<file path="config.mk">
export PLATFORM = sky130hd
export DESIGN_NAME = p18_score_painter
export DESIGN_NICKNAME = d
export VERILOG_FILES = /design/src/rtl/p18_score_pkg.sv /design/src/rtl/p18_score_painter_font.sv /design/src/rtl/p18_score_painter.sv
export SDC_FILE = /design/constraint.sdc
export NUM_CORES = 1
export LEC_CHECK = 0
export CORE_UTILIZATION = 49
export DETAILED_ROUTE_END_ITERATION = 8
export HOLD_SLACK_MARGIN = 0.08
export PLACE_DENSITY = 0.78
export REMOVE_ABC_BUFFERS = 1
export SKIP_CTS_REPAIR_TIMING = 1
export SLEW_MARGIN = 25
export SYNTH_ARGS = -nofsm -noshare
export SYNTH_HDL_FRONTEND = slang
export SYNTH_SLANG_ARGS = --single-unit
</file>
<file path="constraint.sdc">
create_clock -name clk -period 3.5 [get_ports clk]
set_clock_uncertainty 0.05 [all_clocks]
set_input_delay 0.35 -clock clk [delete_from_list [all_inputs] [get_ports clk]]
set_output_delay 0.35 -clock clk [all_outputs]
set_load 0.01 [all_outputs]
</file>
<file path="src/rtl/p18_score_pkg.sv">
// Shared types and constants for the score painter: FSM states, cell geometry,
// the per-pixel glyph selection record and the 3x5 digit font.
package p18_score_pkg;

  typedef enum logic [1:0] {
    IDLE = 2'd0,
    ADD  = 2'd1,
    SAT  = 2'd2
  } state_e;

  localparam int unsigned DIGIT_W          = 4;
  localparam int unsigned CELL_W           = 8;
  localparam int unsigned CELL_H           = 10;
  localparam int unsigned GLYPH_SCALE_LOG2 = 1;

  localparam logic [DIGIT_W-1:0] BCD_MAX = 4'd9;

  // Which glyph pixel the current raster position maps to, if any.
  typedef struct packed {
    logic               valid;
    logic [DIGIT_W-1:0] digit;
    logic [1:0]         col;
    logic [2:0]         row;
  } glyph_sel_t;

  // Rows top to bottom, each row's leftmost column in its MSB.
  function automatic logic [14:0] font_glyph(input logic [DIGIT_W-1:0] d);
    logic [14:0] g;
    case (d)
      4'd0:    g = 15'b111_101_101_101_111;
      4'd1:    g = 15'b010_110_010_010_111;
      4'd2:    g = 15'b111_001_111_100_111;
      4'd3:    g = 15'b111_001_111_001_111;
      4'd4:    g = 15'b101_101_111_001_001;
      4'd5:    g = 15'b111_100_111_001_111;
      4'd6:    g = 15'b111_100_111_101_111;
      4'd7:    g = 15'b111_001_001_001_001;
      4'd8:    g = 15'b111_101_111_101_111;
      4'd9:    g = 15'b111_101_111_001_111;
      default: g = 15'b0;
    endcase
    return g;
  endfunction

endpackage

</file>
<file path="src/rtl/p18_score_painter_font.sv">
// p18_digit_font: combinational 3x5 digit ROM lookup; non-BCD digits stay dark.
module p18_digit_font
  import p18_score_pkg::*;
(
  input  logic [DIGIT_W-1:0] digit,
  input  logic [1:0]         col,
  input  logic [2:0]         row,
  output logic               pixel
);

  logic [14:0] glyph;
  int          bit_idx;

  always_comb begin
    glyph   = font_glyph(digit);
    bit_idx = 14 - (int'(row) * 3 + int'(col));
    pixel   = 1'b0;
    if (col < 2'd3 && row < 3'd5) pixel = glyph[bit_idx];
  end

endmodule

</file>
<file path="src/rtl/p18_score_painter.sv">
// p18_score_painter: BCD score keeper fed by block collisions, painted as a video-mux layer.
// Optional high-score register and second digit row when P18_SCORE_HIGHSCORE_EN is defined.
module p18_score_painter
  import p18_score_pkg::*;
#(
  parameter int unsigned NUM_DIGITS       = 4,
  parameter int unsigned POINTS_PER_BLOCK = 1,
  parameter logic [9:0]  SCORE_X          = 10'd560,
  parameter logic [8:0]  SCORE_Y          = 9'd12,
  parameter logic [5:0]  SCORE_COLOR      = 6'b111111
) (
  input  logic                          clk,
  input  logic                          rst,
  input  logic [9:0]                    hpos,
  input  logic [8:0]                    vpos,
  input  logic                          display_active,
  input  logic                          frame_pulse,
  input  logic                          block_collision,
  input  logic                          reset_score,
  output logic                          in_score,
  output logic [5:0]                    color,
  output logic [DIGIT_W*NUM_DIGITS-1:0] score_bcd,
  output logic                          score_overflow
`ifdef P18_SCORE_HIGHSCORE_EN
  ,
  output logic [DIGIT_W*NUM_DIGITS-1:0] hiscore_bcd
`endif
);

  localparam int unsigned BCD_W      = DIGIT_W * NUM_DIGITS;
  localparam int unsigned IDX_W      = (NUM_DIGITS > 1) ? $clog2(NUM_DIGITS) : 1;
  localparam int unsigned CELL_SHIFT = $clog2(CELL_W);
  localparam logic [IDX_W-1:0] LAST_IDX   = IDX_W'(NUM_DIGITS - 1);
  localparam logic [9:0]       ROW_W_PX   = 10'(NUM_DIGITS * CELL_W);
  localparam logic [2:0]       GLYPH_W_PX = 3'(3 << GLYPH_SCALE_LOG2);
  localparam logic [8:0]       HI_ROW_Y   = 9'(SCORE_Y + 9'd12);

  state_e             state;
  logic [IDX_W-1:0]   idx;
  logic [DIGIT_W-1:0] carry;
  logic               hit_pending;
  logic [BCD_W-1:0]   disp_bcd;

  logic [DIGIT_W-1:0] cur_digit;
  logic [DIGIT_W-1:0] add_digit;
  logic [DIGIT_W:0]   add_sum;
  logic               add_wrap;

  // One-digit BCD adder for the digit currently addressed by the FSM.
  always_comb begin
    cur_digit = score_bcd[idx*DIGIT_W +: DIGIT_W];
    add_sum   = {1'b0, cur_digit} + {1'b0, carry};
    add_wrap  = add_sum > {1'b0, BCD_MAX};
    add_digit = add_wrap ? DIGIT_W'(add_sum - (DIGIT_W+1)'(10)) : add_sum[DIGIT_W-1:0];
  end

`ifdef P18_SCORE_HIGHSCORE_EN
  logic score_gt_hi;

  // Magnitude compare, the first differing digit from the MSD decides.
  always_comb begin
    logic decided;
    int   j;
    score_gt_hi = 1'b0;
    decided     = 1'b0;
    for (int i = 0; i < int'(NUM_DIGITS); i++) begin
      j = int'(NUM_DIGITS) - 1 - i;
      if (!decided && score_bcd[j*DIGIT_W +: DIGIT_W] != hiscore_bcd[j*DIGIT_W +: DIGIT_W]) begin
        decided     = 1'b1;
        score_gt_hi = score_bcd[j*DIGIT_W +: DIGIT_W] > hiscore_bcd[j*DIGIT_W +: DIGIT_W];
      end
    end
  end

  always_ff @(posedge clk or posedge rst) begin
    if (rst) hiscore_bcd <= '0;
    else if (reset_score && score_gt_hi) hiscore_bcd <= score_bcd;
  end
`endif

  always_ff @(posedge clk or posedge rst) begin
    if (rst) begin
      state          <= IDLE;
      idx            <= '0;
      carry          <= '0;
      hit_pending    <= 1'b0;
      score_bcd      <= '0;
      disp_bcd       <= '0;
      score_overflow <= 1'b0;
    end else if (reset_score) begin
      state          <= IDLE;
      idx            <= '0;
      carry          <= '0;
      hit_pending    <= 1'b0;
      score_bcd      <= '0;
      disp_bcd       <= '0;
      score_overflow <= 1'b0;
    end else begin
      if (frame_pulse) disp_bcd <= score_bcd;
      if (block_collision) hit_pending <= 1'b1;
      case (state)
        IDLE: begin
          // A saturated score consumes the hit without touching the digits.
          if (frame_pulse && (hit_pending || block_collision)) begin
            hit_pending <= 1'b0;
            if (!score_overflow) begin
              state <= ADD;
              idx   <= '0;
              carry <= DIGIT_W'(POINTS_PER_BLOCK);
            end
          end
        end
        ADD: begin
          score_bcd[idx*DIGIT_W +: DIGIT_W] <= add_digit;
          carry <= add_wrap ? DIGIT_W'(1) : DIGIT_W'(0);
          if (!add_wrap)             state <= IDLE;
          else if (idx == LAST_IDX)  state <= SAT;
          else                       idx   <= idx + IDX_W'(1);
        end
        SAT: begin
          score_bcd      <= {NUM_DIGITS{BCD_MAX}};
          score_overflow <= 1'b1;
          state          <= IDLE;
        end
        default: state <= IDLE;
      endcase
    end
  end

  // Maps the raster position onto a digit row starting at row_top.
  function automatic glyph_sel_t cell_select(input logic [9:0] x, input logic [8:0] y,
                                             input logic [8:0] row_top,
                                             input logic [BCD_W-1:0] bcd);
    glyph_sel_t         sel;
    logic [9:0]         rel_x;
    logic [8:0]         rel_y;
    logic [2:0]         cx;
    logic [DIGIT_W-1:0] d;
    logic               lead_seen;
    logic               lit_ok;
    sel       = '0;
    rel_x     = x - SCORE_X;
    rel_y     = y - row_top;
    cx        = 3'(rel_x);
    lead_seen = 1'b0;
    lit_ok    = 1'b0;
    for (int k = 0; k < int'(NUM_DIGITS); k++) begin
      d = bcd[(int'(NUM_DIGITS) - 1 - k)*DIGIT_W +: DIGIT_W];
      if (d != '0 || k == int'(NUM_DIGITS) - 1) lead_seen = 1'b1;
      if ((rel_x >> CELL_SHIFT) == 10'(k)) begin
        sel.digit = d;
        lit_ok    = lead_seen;
      end
    end
    sel.valid = lit_ok && (x >= SCORE_X) && (rel_x < ROW_W_PX) && (cx < GLYPH_W_PX) &&
                (y >= row_top) && (rel_y < 9'(CELL_H));
    sel.col   = 2'(cx >> GLYPH_SCALE_LOG2);
    sel.row   = 3'(rel_y >> GLYPH_SCALE_LOG2);
    return sel;
  endfunction

  glyph_sel_t sel_score;
  logic       px_score;
  logic       lit;

  assign sel_score = cell_select(hpos, vpos, SCORE_Y, disp_bcd);

  p18_digit_font u_font_score (
    .digit (sel_score.digit),
    .col   (sel_score.col),
    .row   (sel_score.row),
    .pixel (px_score)
  );

`ifdef P18_SCORE_HIGHSCORE_EN
  glyph_sel_t sel_hi;
  logic       px_hi;

  assign sel_hi = cell_select(hpos, vpos, HI_ROW_Y, hiscore_bcd);

  p18_digit_font u_font_hi (
    .digit (sel_hi.digit),
    .col   (sel_hi.col),
    .row   (sel_hi.row),
    .pixel (px_hi)
  );

  assign lit = (sel_score.valid & px_score) | (sel_hi.valid & px_hi);
`else
  assign lit = sel_score.valid & px_score;
`endif

  always_comb begin
    in_score = display_active & lit;
    color    = in_score ? SCORE_COLOR : 6'b0;
  end

endmodule
</file>
==> summary.txt <==
Timing
  • Slew Limit Headroom: 0.4340
  • Count of endpoints failing hold in the final timing report: 0
  • Slew at the pin closest to its max-slew limit: around 840 ps
  • Max Slew Vio Count: 0
  • Final worst path period share: 1.107
  • Worst-case setup margin in the final layout: -376.0 ps
  • Unrepaired setup endpoints after global routing: yes
  • Final setup violation count: 7
  • Post-route minimum period: slightly below 4000 ps
  • Total negative setup slack: -2497 ps
  • Max Fclk: ~0.26 GHz

Power and ir drop
  • Worst-case vdd ir drop: around 0.23 mV
  • Power per Cell Area: 267.4 nW/um^2
  • Leakage power of the design: ~0.0018 uW

Route
  • Total routed wirelength: around 8.1 mm
  • Remaining routing DRC violations: 0
  • DR vias: 2665
  • Number of optimization iterations in the first detailed-route pass: 4
  • Routed length per placed instance: roughly 18 um
  • Via density: 5.922
  • Detailed router's first-iteration violation count: 136
  • Antenna Nets Post-Route: 0

Synth
  • Dominant cell by count in the synthesized netlist: sky130_fd_sc_hd__dfrtp_1
  • Library cells used by synthesis: between 50 and 60
  • Sequential area share after synthesis: 0.3381
  • Area share of the largest cell type after synthesis: 0.3381
  • Cell accounting for the most synthesized area: sky130_fd_sc_hd__dfrtp_1
  • Async SR Flop Fraction: 1.000
  • Cell count after synthesis: 302
  • Ys flop type: sky130_fd_sc_hd__dfrtp_1
  • Top post-synthesis cells by area: sky130_fd_sc_hd__dfrtp_1 34%, sky130_fd_sc_hd__ha_1 10%, sky130_fd_sc_hd__mux2i_1 6.6%
  • Seq cells post-synth: 39
  • Count of flip-flops with a built-in enable after synthesis: 0
  • Total standard cell area after synthesis: 2887 um^2
  • Commonest cells post-synth: 39 x sky130_fd_sc_hd__dfrtp_1, 31 x sky130_fd_sc_hd__nor2_1, 23 x sky130_fd_sc_hd__ha_1, 22 x sky130_fd_sc_hd__a21oi_1, 22 x sky130_fd_sc_hd__inv_1
  • Synthesized area per cell: approximately 9.6 um^2
  • Total of warnings raised by yosys: 0

Critical path
  • Worst endpoint required time: 3100 ps
  • Endpoint class of the critical path: output pin
  • Longest individual stage delay on the worst path: ~560 ps
  • R2R setup slack: 170 ps
  • Worst reg2reg startpoint: idx[0]$_DFFE_PP0P_
  • Arrival time worst endpoint: between 3000 and 4000 ps
  • Critical path cell sequence: buf_6 -> ha_4 -> inv_2 -> ha_4 -> ha_4 -> fa_1 -> inv_2 -> or3_4 -> o32a_1 -> o221ai_2 -> a211oi_2 -> a221oi_2 -> buf_4 -> buf_6 -> buf_6
  • Setup CP Type: input pin to output pin
  • Kind of launch point of the worst setup path: input pin
  • Capturing point of the worst reg2reg path: idx[0]$_DFFE_PP0P_
  • CP Max Fanout: 4
  • Reg2Reg Depth: 11
  • Critical-path top delay cell: sky130_fd_sc_hd__fa_1

Clock tree
  • Later-pin clock latency in the skew report: a little under 300 ps
  • CTS tree: done
  • Cell chosen for the clock root: sky130_fd_sc_hd__clkbuf_8
  • Clock tree sinks: 39
  • Clock slew at reported path FFs: about 70 ps
  • Count of H-tree levels built during CTS: 2
  • Deepest clock path buffer count: 2
  • Clock buffers created by TritonCTS: 5

Placement
  • Final GP Congestion: around 0.93
  • DP HPWL: approximately 5.7 mm
  • Post-placement cell area: ~3600 um^2
  • Number of buffers inserted by port buffering: 46

Finish
  • Antenna Cells: 0
  • Net count, final: approximately 430
  • Post-synthesis to final-layout area growth: 35.85%
  • Fraction of layout cells with a size suffix above 1: 0.2513
  • Finished layout cell area: 3921 um^2
  • Post-route core utilization: 0.6992

Die
  • Effective utilization at floorplan: 0.5147
  • Core Area: between 5000 and 6000 um^2
  • Die height: 78.75 um
  • Die area: 6202 um^2
  • Chip width: around 79 um
  • Number of top-level pins: between 40 and 50
  • Std cell rows: 27

Flow run
  • Max-cap check violation count: 0

GRT
  • Antenna violations before repair: 0
  • Wire length of the first global-routing pass: ~12 mm
  • Via count of the first global-routing pass: ~2600
  • Total congestion overflow after global routing: 0
  • Largest net degree at the start of global routing: 40
  • All-layer global routing usage: 0.2592

Status
  • Violated checks: negative setup slack
  • Outcome: complete, but fails checks

Hold path
  • Classification of the worst-slack hold path: input pin to asynchronous set/reset pin
[through the flow]
step                std cells  setup WS [ps]  power [uW]  hold WS (ps)
finish                    450         -376.0        1049         420.6
global route              450         -411.1        1091         476.1
CTS                       446          -1149        1009         444.7
detailed placement        438          -1137       711.7         464.9
global placement          438         -978.6       702.5         458.3
floorplan                 285          -1175       602.6         365.6
[final cells by class]
class                           instances  area [um^2]
Clock buffer                            6        72.57
Clock inverter                          2        12.51
Fill cell                             425         1687
Inverter                               22        85.08
Multi-Input combinational cell        224         1889
Sequential cell                        39        977.2
Tap cell                               72        90.09
Timing Repair Buffer                   85        794.5
[worst max-delay path, delay by kind of cell]
| family | cells | cell delay (ps) |
|---|---|---|
| simple gates | 1 | 360 |
| buf+inv | 6 | 590 |
| compound gates | 4 | 970 |
| fa+ha+maj | 4 | 1200 |
[how the worst max path moves through the flow]
stage	cells past startpoint	to	startpoint	slack (ps)
finish	15	color[2]	vpos[2]	-380
global route	16	in_score	vpos[1]	-410
CTS	15	color[2]	vpos[1]	-1150
detailed placement	15	color[2]	vpos[1]	-1140
global placement	15	color[2]	vpos[1]	-980
floorplan	12	color[0]	vpos[1]	-1180
[routing by layer]
metal  share of wire  up-vias  global-route usage
met3           0.043       17             0.03793
met4           0.021        0             0.08148
met1            0.42     1319              0.3395
li1                -     1232                   -
met2            0.52       97              0.4409
met5               0        -                   0
[report_power, final]
part | internal [uW] | switching [uW]
sequential | 457 | 6.49
combinational | 136 | 151
clock | 139 | 160
[placed cells by master, fill, tap and decap left out, types with 2 or more instances in the layout]
cell,instances
sky130_fd_sc_hd__nand2_1,17
sky130_fd_sc_hd__or4_1,2
sky130_fd_sc_hd__mux2i_1,19
sky130_fd_sc_hd__clkdlybuf4s50_1,32
sky130_fd_sc_hd__a21oi_1,21
sky130_fd_sc_hd__nor3b_1,2
sky130_fd_sc_hd__nand3_1,2
sky130_fd_sc_hd__nor4_1,3
sky130_fd_sc_hd__o21ai_0,3
sky130_fd_sc_hd__inv_2,3
sky130_fd_sc_hd__ha_4,5
sky130_fd_sc_hd__xnor2_1,6
sky130_fd_sc_hd__o31ai_1,5
sky130_fd_sc_hd__dlymetal6s2s_1,7
sky130_fd_sc_hd__dfrtp_1,38
sky130_fd_sc_hd__nor2_1,31
sky130_fd_sc_hd__a21boi_0,2
sky130_fd_sc_hd__a211oi_1,6
sky130_fd_sc_hd__or3b_2,2
sky130_fd_sc_hd__buf_6,9
sky130_fd_sc_hd__buf_4,36
sky130_fd_sc_hd__nand2b_1,8
sky130_fd_sc_hd__nor3_1,6
sky130_fd_sc_hd__ha_1,16
sky130_fd_sc_hd__ha_2,2
sky130_fd_sc_hd__and2_1,2
sky130_fd_sc_hd__inv_1,18
sky130_fd_sc_hd__nor2b_1,3
sky130_fd_sc_hd__o21a_1,2
sky130_fd_sc_hd__a22o_1,4
sky130_fd_sc_hd__xor2_1,2
sky130_fd_sc_hd__or2_2,2
sky130_fd_sc_hd__mux4_2,8
sky130_fd_sc_hd__clkbuf_8,5
sky130_fd_sc_hd__a32o_1,4
[sequential cells by signal (all words and copies together) (netlist names)]
signal,count
carry,1
disp_bcd,16
hit_pending,1
idx,2
score_bcd,16
score_overflow,1
state,2
[cells by family after synthesis]
group,after synthesis,synth area share
xor+xnor,9,0.02731
buf+inv,39,0.06112
mux,30,0.1413
simple gates,94,0.1652
flops,39,0.3381
compound gates,67,0.1604
fa+ha+maj,24,0.1066
Power figures use the tool's default switching activity.
